## src/rtl/mul_bist_ctrl.sv

```systemverilog
// BIST sequencer for the Dadda multiplier: seeds two operand LFSRs,
// compacts products into a MISR and checks the result against a golden.
module mul_bist_ctrl #(
  parameter int N = 32,
  parameter int CNT_W = 16,
  parameter int MUL_LAT = 0,
  parameter logic [2*N-1:0] MISR_POLY = 64'h000000000000001B
) (
  input  logic           clk,
  input  logic           rst,
  input  logic           start,
  input  logic           abort,
  input  logic [CNT_W-1:0] num_vec,
  input  logic [N-1:0]   seed_a,
  input  logic [N-1:0]   seed_b,
  input  logic [N-1:0]   mask,
  input  logic [2*N-1:0] golden,
  input  logic [2*N-1:0] prod,
  output logic           lfsr_rst,
  output logic [N-1:0]   lfsr_seed_a,
  output logic [N-1:0]   lfsr_seed_b,
  output logic [N-1:0]   lfsr_mask,
  output logic           busy,
  output logic           done,
  output logic           pass,
  output logic [2*N-1:0] signature
);

  typedef enum logic [2:0] {
    IDLE, LOAD, RUN, DRAIN, CHECK
  } state_t;

  localparam int PW = (MUL_LAT > 0) ? MUL_LAT : 1;
  localparam logic [CNT_W-1:0] DRAIN_INIT = CNT_W'(PW - 1);
  localparam state_t AFTER_RUN = (MUL_LAT == 0) ? CHECK : DRAIN;

  state_t state, state_n;
  logic [CNT_W-1:0] cnt, cnt_n, num_q;
  logic [2*N-1:0] golden_q, misr_n;
  logic run, cap, kill;

  assign busy = (state != IDLE);
  assign run  = (state == RUN);
  assign kill = busy & abort;

  assign misr_n = {signature[2*N-2:0], 1'b0}
                ^ (signature[2*N-1] ? MISR_POLY : '0)
                ^ prod;

  // Capture enable follows RUN through the multiplier latency.
  if (MUL_LAT == 0) begin : g_comb
    assign cap = run;
  end else begin : g_pipe
    logic [MUL_LAT-1:0] pipe;
    always_ff @(posedge clk) begin
      if (rst || kill) pipe <= '0;
      else             pipe <= MUL_LAT'({pipe, run});
    end
    assign cap = pipe[MUL_LAT-1];
  end

  always_comb begin
    state_n = state;
    cnt_n   = cnt;
    unique case (state)
      IDLE: if (start) state_n = LOAD;
      LOAD: begin
        if (num_q == '0) begin
          state_n = AFTER_RUN;
          cnt_n   = DRAIN_INIT;
        end else begin
          state_n = RUN;
          cnt_n   = num_q - 1'b1;
        end
      end
      RUN: begin
        if (cnt == '0) begin
          state_n = AFTER_RUN;
          cnt_n   = DRAIN_INIT;
        end else begin
          cnt_n = cnt - 1'b1;
        end
      end
      DRAIN: begin
        if (cnt == '0) state_n = CHECK;
        else           cnt_n   = cnt - 1'b1;
      end
      CHECK: state_n = IDLE;
      default: state_n = IDLE;
    endcase
    if (kill) state_n = IDLE;
  end

  always_ff @(posedge clk) begin
    if (rst) begin
      state       <= IDLE;
      cnt         <= '0;
      num_q       <= '0;
      golden_q    <= '0;
      lfsr_seed_a <= '0;
      lfsr_seed_b <= '0;
      lfsr_mask   <= '0;
      lfsr_rst    <= 1'b0;
      done        <= 1'b0;
      pass        <= 1'b0;
      signature   <= '0;
    end else begin
      state    <= state_n;
      cnt      <= cnt_n;
      lfsr_rst <= (state_n == LOAD);
      if (state == IDLE && start) begin
        num_q       <= num_vec;
        golden_q    <= golden;
        lfsr_seed_a <= seed_a;
        lfsr_seed_b <= seed_b;
        lfsr_mask   <= mask;
        signature   <= '0;
        done        <= 1'b0;
        pass        <= 1'b0;
      end else if (kill) begin
        done <= 1'b0;
        pass <= 1'b0;
      end else begin
        if (cap) signature <= misr_n;
        if (state == CHECK) begin
          pass <= (signature == golden_q);
          done <= 1'b1;
        end
      end
    end
  end

endmodule

```

## config.mk

```make
export PLATFORM = sky130hd
export DESIGN_NAME = mul_bist_ctrl
export DESIGN_NICKNAME = d
export VERILOG_FILES = /design/src/rtl/mul_bist_ctrl.sv
export SDC_FILE = /design/constraint.sdc
export NUM_CORES = 1
export LEC_CHECK = 0
export BUFFER_PORTS_ARGS = -buffer_cell sky130_fd_sc_hd__buf_4
export CAP_MARGIN = 20
export CORE_MARGIN = 8
export CORE_UTILIZATION = 29
export DETAILED_ROUTE_END_ITERATION = 6
export PLACE_DENSITY = 0.59
export SLEW_MARGIN = 0
export SYNTH_ARGS = -nofsm -noshare
export SYNTH_HDL_FRONTEND = slang
export SYNTH_SLANG_ARGS = --single-unit
```

## constraint.sdc

```tcl
create_clock -name clk -period 4.7 [get_ports clk]
set_input_delay 0.235 -clock clk [delete_from_list [all_inputs] [get_ports clk]]
set_output_delay 0.235 -clock clk [all_outputs]
set_load 0.02 [all_outputs]
```

# Word level (Yosys, flattened, before mapping)
# Cells that the tools add are included.
dict set report totals {
  elab_cells 45
  reg_bits 262
  out_inout_bits 164
  input_bits 244
}
dict set report classes {
  mux 10
  reduce_logical 11
  addsub 2
  n_bitwise 4
  eq_ne 7
}
# cell n
set op_table {}
lappend op_table {{64-bit == test} 1}
lappend op_table {{64-bit by 5-bit bitwise XOR with 64-bit output} 1}
lappend op_table {{64-bit bitwise XOR} 1}
lappend op_table {{16-bit two-way mux} 3}
lappend op_table {{16-bit case mux with 3 select lines} 1}
lappend op_table {{16-bit zero test} 2}
lappend op_table {{16-bit by 1-bit subtractor with 16-bit output (second input constant)} 2}
lappend op_table {{3-bit two-way mux} 4}
lappend op_table {{3-bit case mux with 3 select lines} 1}
lappend op_table {{3-bit by 1-bit == test with 1-bit output (second input constant)} 2}
lappend op_table {{3-bit by 2-bit == test with 1-bit output (second input constant)} 2}
lappend op_table {{3-bit nonzero test} 2}
lappend op_table {{5-bit two-way mux} 1}
lappend op_table {{2-bit AND reduction} 2}
lappend op_table {{2-bit OR reduction} 2}
lappend op_table {{3-bit == test (second input constant)} 1}
lappend op_table {{3-bit zero test} 1}
lappend op_table {{3-bit OR reduction} 1}
lappend op_table {{2-bit != test (second input constant)} 1}
lappend op_table {{1-bit bitwise AND} 1}
lappend op_table {{1-bit logical AND} 1}
lappend op_table {{1-bit inverter} 1}

# Logic depth before layout (Yosys ltp)
dict set report depth {
  depth_word 5
  ltp_mapped 8
  depth_no_buf 8
}

# Worst setup path after synthesis
# No wires, ideal clock.
dict set report synth_path {
  path_type {reg2reg}
  startpoint {reg signature[60]}
  endpoint {reg pass}
  required_ns 4.614
  n_path_buf 0
  arrival_ns 1.830
  path_stages_with_launch 7
  period_less_slack_ns 1.917
  slack_ns 2.783
  path_cell_list {dfxtp_1 xnor2_1 nand4_1 nor4_1 nand3_1 or4_1 a221oi_2}
}
dict set report synth_between {
  elab_chain_len 1
}
# item line
set synth_rtl {}
lappend synth_rtl {{start, declared} 26} ;# output logic [2*N-1:0] signature
lappend synth_rtl {{start signal, assigned} 124} ;# if (cap) signature <= misr_n;
lappend synth_rtl {{64-bit == test} 126} ;# pass <= (signature == golden_q);
lappend synth_rtl {{end signal, assigned} 126}
lappend synth_rtl {{end, declared} 25} ;# output logic pass,
# No other way between the ends.
# A chain may end at the register's enable or synchronous reset.

# Worst setup path after layout
dict set report layout_path {
  startpoint {reg state[0]}
  endpoint {reg lfsr_mask[18]}
}
dict set report layout_between {
  elab_chain_len 2
}
# item line
set layout_rtl {}
lappend layout_rtl {{start, declared} 37} ;# state_t state, state_n;
lappend layout_rtl {{start signal, assigned} 108} ;# state <= state_n;
lappend layout_rtl {{3-bit zero test} 111} ;# if (state == IDLE && start) begin
lappend layout_rtl {{1-bit logical AND} 111}
lappend layout_rtl {{end signal, assigned} 116} ;# lfsr_mask <= mask;
lappend layout_rtl {{end, declared} 22} ;# output logic [N-1:0] lfsr_mask,
# No other way between the ends.

==> results.toml <==
[yosys]
ys_seq_area_frac = 0.4771
synthesis.nets = 1588
synth.distinct_cells = 48
syn_area_um2 = 10990
yosysWarnings = 0
async_reset_ff_frac = 0
synth_edf_count = 0
ys.flop_type = "dfxtp_1"
synth_area_per_cell_um2 = 8.205
synth_cells = 1340
yosys_register_bits = 262

[clock_network]
cts.clk_slew.worst_paths_ns = 0.05
cts_resized = 0
cts_tree = "yes"
cts_sinks = 262
cts_buffers = 34
clk_latency_ns = 0.50
htree_levels = 2
cts_max_path_buffers = 3
cts_root_buffer = "clkbuf_16"

[placed_design]
dp_hpwl_um = 29270
pre_cts_ws_ns = 1.839
gp_congestion = 0.8270
portBuffers = 407

[floorplanning]
die-area_um2 = 44400
die_h_um = 210.7
start_util = 0.2933
core_area_um2 = 37490
io-pin-count = 408
die_w_um = 210.7
rows = 71

[global_route]
gr-usage-all-layers = 0.1830
grt_pass1_vias = 11670
busiest_layer = "met2"
grt_pass1_wl_um = 65600
grt_overflow = 0
use_met2 = 0.3229
grtUsageMet3 = 0.04288
grt_max_degree = 126
antenna_found_initial = 2
grt.met1_usage = 0.2165

[run]
drv_cap = 0

[setup_path]
worstPathRequired_ns = 5.12
crit_chain = "nor3_1 -> nand2_4 -> buf_4 -> buf_4 -> nand2_1 -> a21oi_1"
crit_top_cell = "buf_4"
path_max_fanout = 93
crit_path_end_kind = "register"
arrival_ns = 3.29
cp_slowest_cell = "buf_4"
crit_path_max_incr_delay_ns = 0.83
cp-start-kind = "register"
critical_path_class = "reg2reg"

[detailed_routing]
drc = 0
vias = 11400
drt_iter0_markers = 673
wirelength_um = 42590
vias_per_cell = 4.671
postRouteAntennaNets = 0
drtPass1Iterations = 5
wire_per_inst_um = 17.45

[cells_and_area]
layout_common_cells = "412 x buf_4, 363 x nand2_1, 262 x dfxtp_1"
drive_gt1_frac = 0.2501
final_common_cell = "buf_4"
areaGrowthSynthToFinish_pct = 60.01
fin_nets = 2150

[sta]
slew_violations = 0
finalSetupTns_ns = 0
fin_skew_ns = 0.01533
finalHoldViolations = 0
period_share = 0.6106
rsz0062_at_grt = "no"
finalSetupViolations = 0
min_period_ns = 2.870
setup_ws_ns = 1.830
clock.fmax_ghz = 0.3485
relSlewSlack = 0.3361
worst_pin_slew_ns = 0.9958

[power_and_ir_drop]
ir_drop_v = 0.0002445
p_sw_mw = 2.763
combPwrFrac = 0.320
cellInternalPower_mw = 5.205
p_per_area_nw_per_um2 = 452.9
power.leakage_nw = 7.305
pwr-share-clk = 0.330
switching_share = 0.3467
sequentialPowerShare = 0.350

[status]
status = "completed"

[min_path]
hp-class = "in2reg"
state kept, by name, summed over array words and instances (netlist names):
name and count:
done 1, golden_q 64, cnt 16, lfsr_rst 1
num_q 16, pass 1, state 3, lfsr_mask 32
signature 64, lfsr_seed_a 32, lfsr_seed_b 32
worst max-delay path, delay by kind of cell (launching register included):
family / cells / cell delay (ns)
AOI/OAI and AO/OA: 1 / 0.18
DFF: 1 / 0.52
buffers and inverters: 2 / 1.58
and+or+nand+nor: 3 / 0.40
cell type report:
| type | count | area (µm²) |
|---|---|---|
| flip-flops and latches | 262 | 5245 |
| inverters | 8 | 30.03 |
| multi-input cells | 981 | 5365 |
| repair buffers | 615 | 5156 |
| clock buffers | 55 | 1061 |
| clock inverters | 6 | 87.58 |
| fillers | 3620 | 19900 |
| diodes | 3 | 7.507 |
| well taps | 511 | 639.4 |
cell families after synthesis:
group / share of synthesized area
and+or+nand+nor: 0.1976
xor gates and xnor gates: 0.1131
DFF: 0.4771
AOI/OAI and AO/OA: 0.1683
buffers and inverters: 0.03665
adders and majority gates: 0.004552
muxes: 0.002731
path summary, 6_finish.rpt:
path | start | cells past startpoint | slack (ns) | endpoint
worst min-delay path | prod[14] | 3 | 0.03 | signature[14]
worst max register to register | state[0] | 6 | 1.83 | lfsr_mask[18]
worst min register to register | lfsr_mask[5] | 2 | 0.45 | lfsr_mask[5]
worst max-delay path | state[0] | 6 | 1.83 | lfsr_mask[18]
Yosys cell counts (2+ instances only):
master / n / area, µm²
nand2b_1: 3 / 18.77
xor2_1: 46 / 402.9
and2_1: 3 / 18.77
dfxtp_1: 262 / 5245
o22ai_1: 6 / 37.54
a21boi_0: 2 / 15.01
clkbuf_1: 63 / 236.5
buf_2: 24 / 120.1
nor4b_1: 2 / 17.52
a31oi_1: 4 / 25.02
o32ai_1: 4 / 35.03
nor4_2: 3 / 37.54
nor3_1: 15 / 75.07
nor3_2: 2 / 20.02
nand2_1: 365 / 1370
inv_1: 8 / 30.03
a211o_1: 2 / 17.52
a32o_1: 12 / 120.1
a211oi_1: 63 / 473.0
nand3_1: 8 / 40.04
a21oi_1: 182 / 910.9
nand4_1: 9 / 56.30
o21ai_0: 20 / 100.1
o221ai_1: 2 / 17.52
ha_1: 4 / 50.05
o21ai_1: 3 / 15.01
or4_1: 4 / 30.03
nor2_1: 85 / 319.1
mux2i_1: 3 / 30.03
o31ai_1: 2 / 15.01
xnor2_1: 96 / 840.8
or3_1: 4 / 25.02
nand4b_1: 2 / 17.52
nor4_1: 13 / 81.33
metal layers:
layer / vias to the layer above / routed length (µm)
met1: 5318 / 17330
li1: 5645 / -
met3: 82 / 2423
met4: 0 / 1174
met2: 358 / 21660
met5: - / 0
stage by stage:
stage | cells | util | power [mW] | hold WS [ns] | cell area, µm²
floorplan | 1340 | - | 4.352 | 0.3235 | 10990
global placement | 2177 | 0.3848 | 5.192 | 0.4432 | 14420
detailed placement | 2177 | 0.3848 | 5.231 | 0.4478 | 14420
CTS | 2437 | 0.4685 | 8.053 | 0.00002559 | 17560
global route | 2440 | 0.4692 | 8.429 | 0.01199 | 17590
finish | 2441 | 0.4693 | 7.967 | 0.03242 | 17590
power by group through the flow:
stage / sequential, mW / combinational [mW] / clock, mW
5_1_grt: 2.82 / 2.81 / 2.79
2_1_floorplan: 2.94 / 1.41 / 0
4_1_cts: 2.78 / 2.56 / 2.71
6_report: 2.79 / 2.55 / 2.63
3_3_place_gp: 2.82 / 2.38 / 0
3_5_place_dp: 2.83 / 2.40 / 0
what timing repair did:
item,CTS,global route
buffers inserted,0,0
endpoints found under the hold margin,200,0
hold buffers,199,0
(Power assumes the default switching activity.)
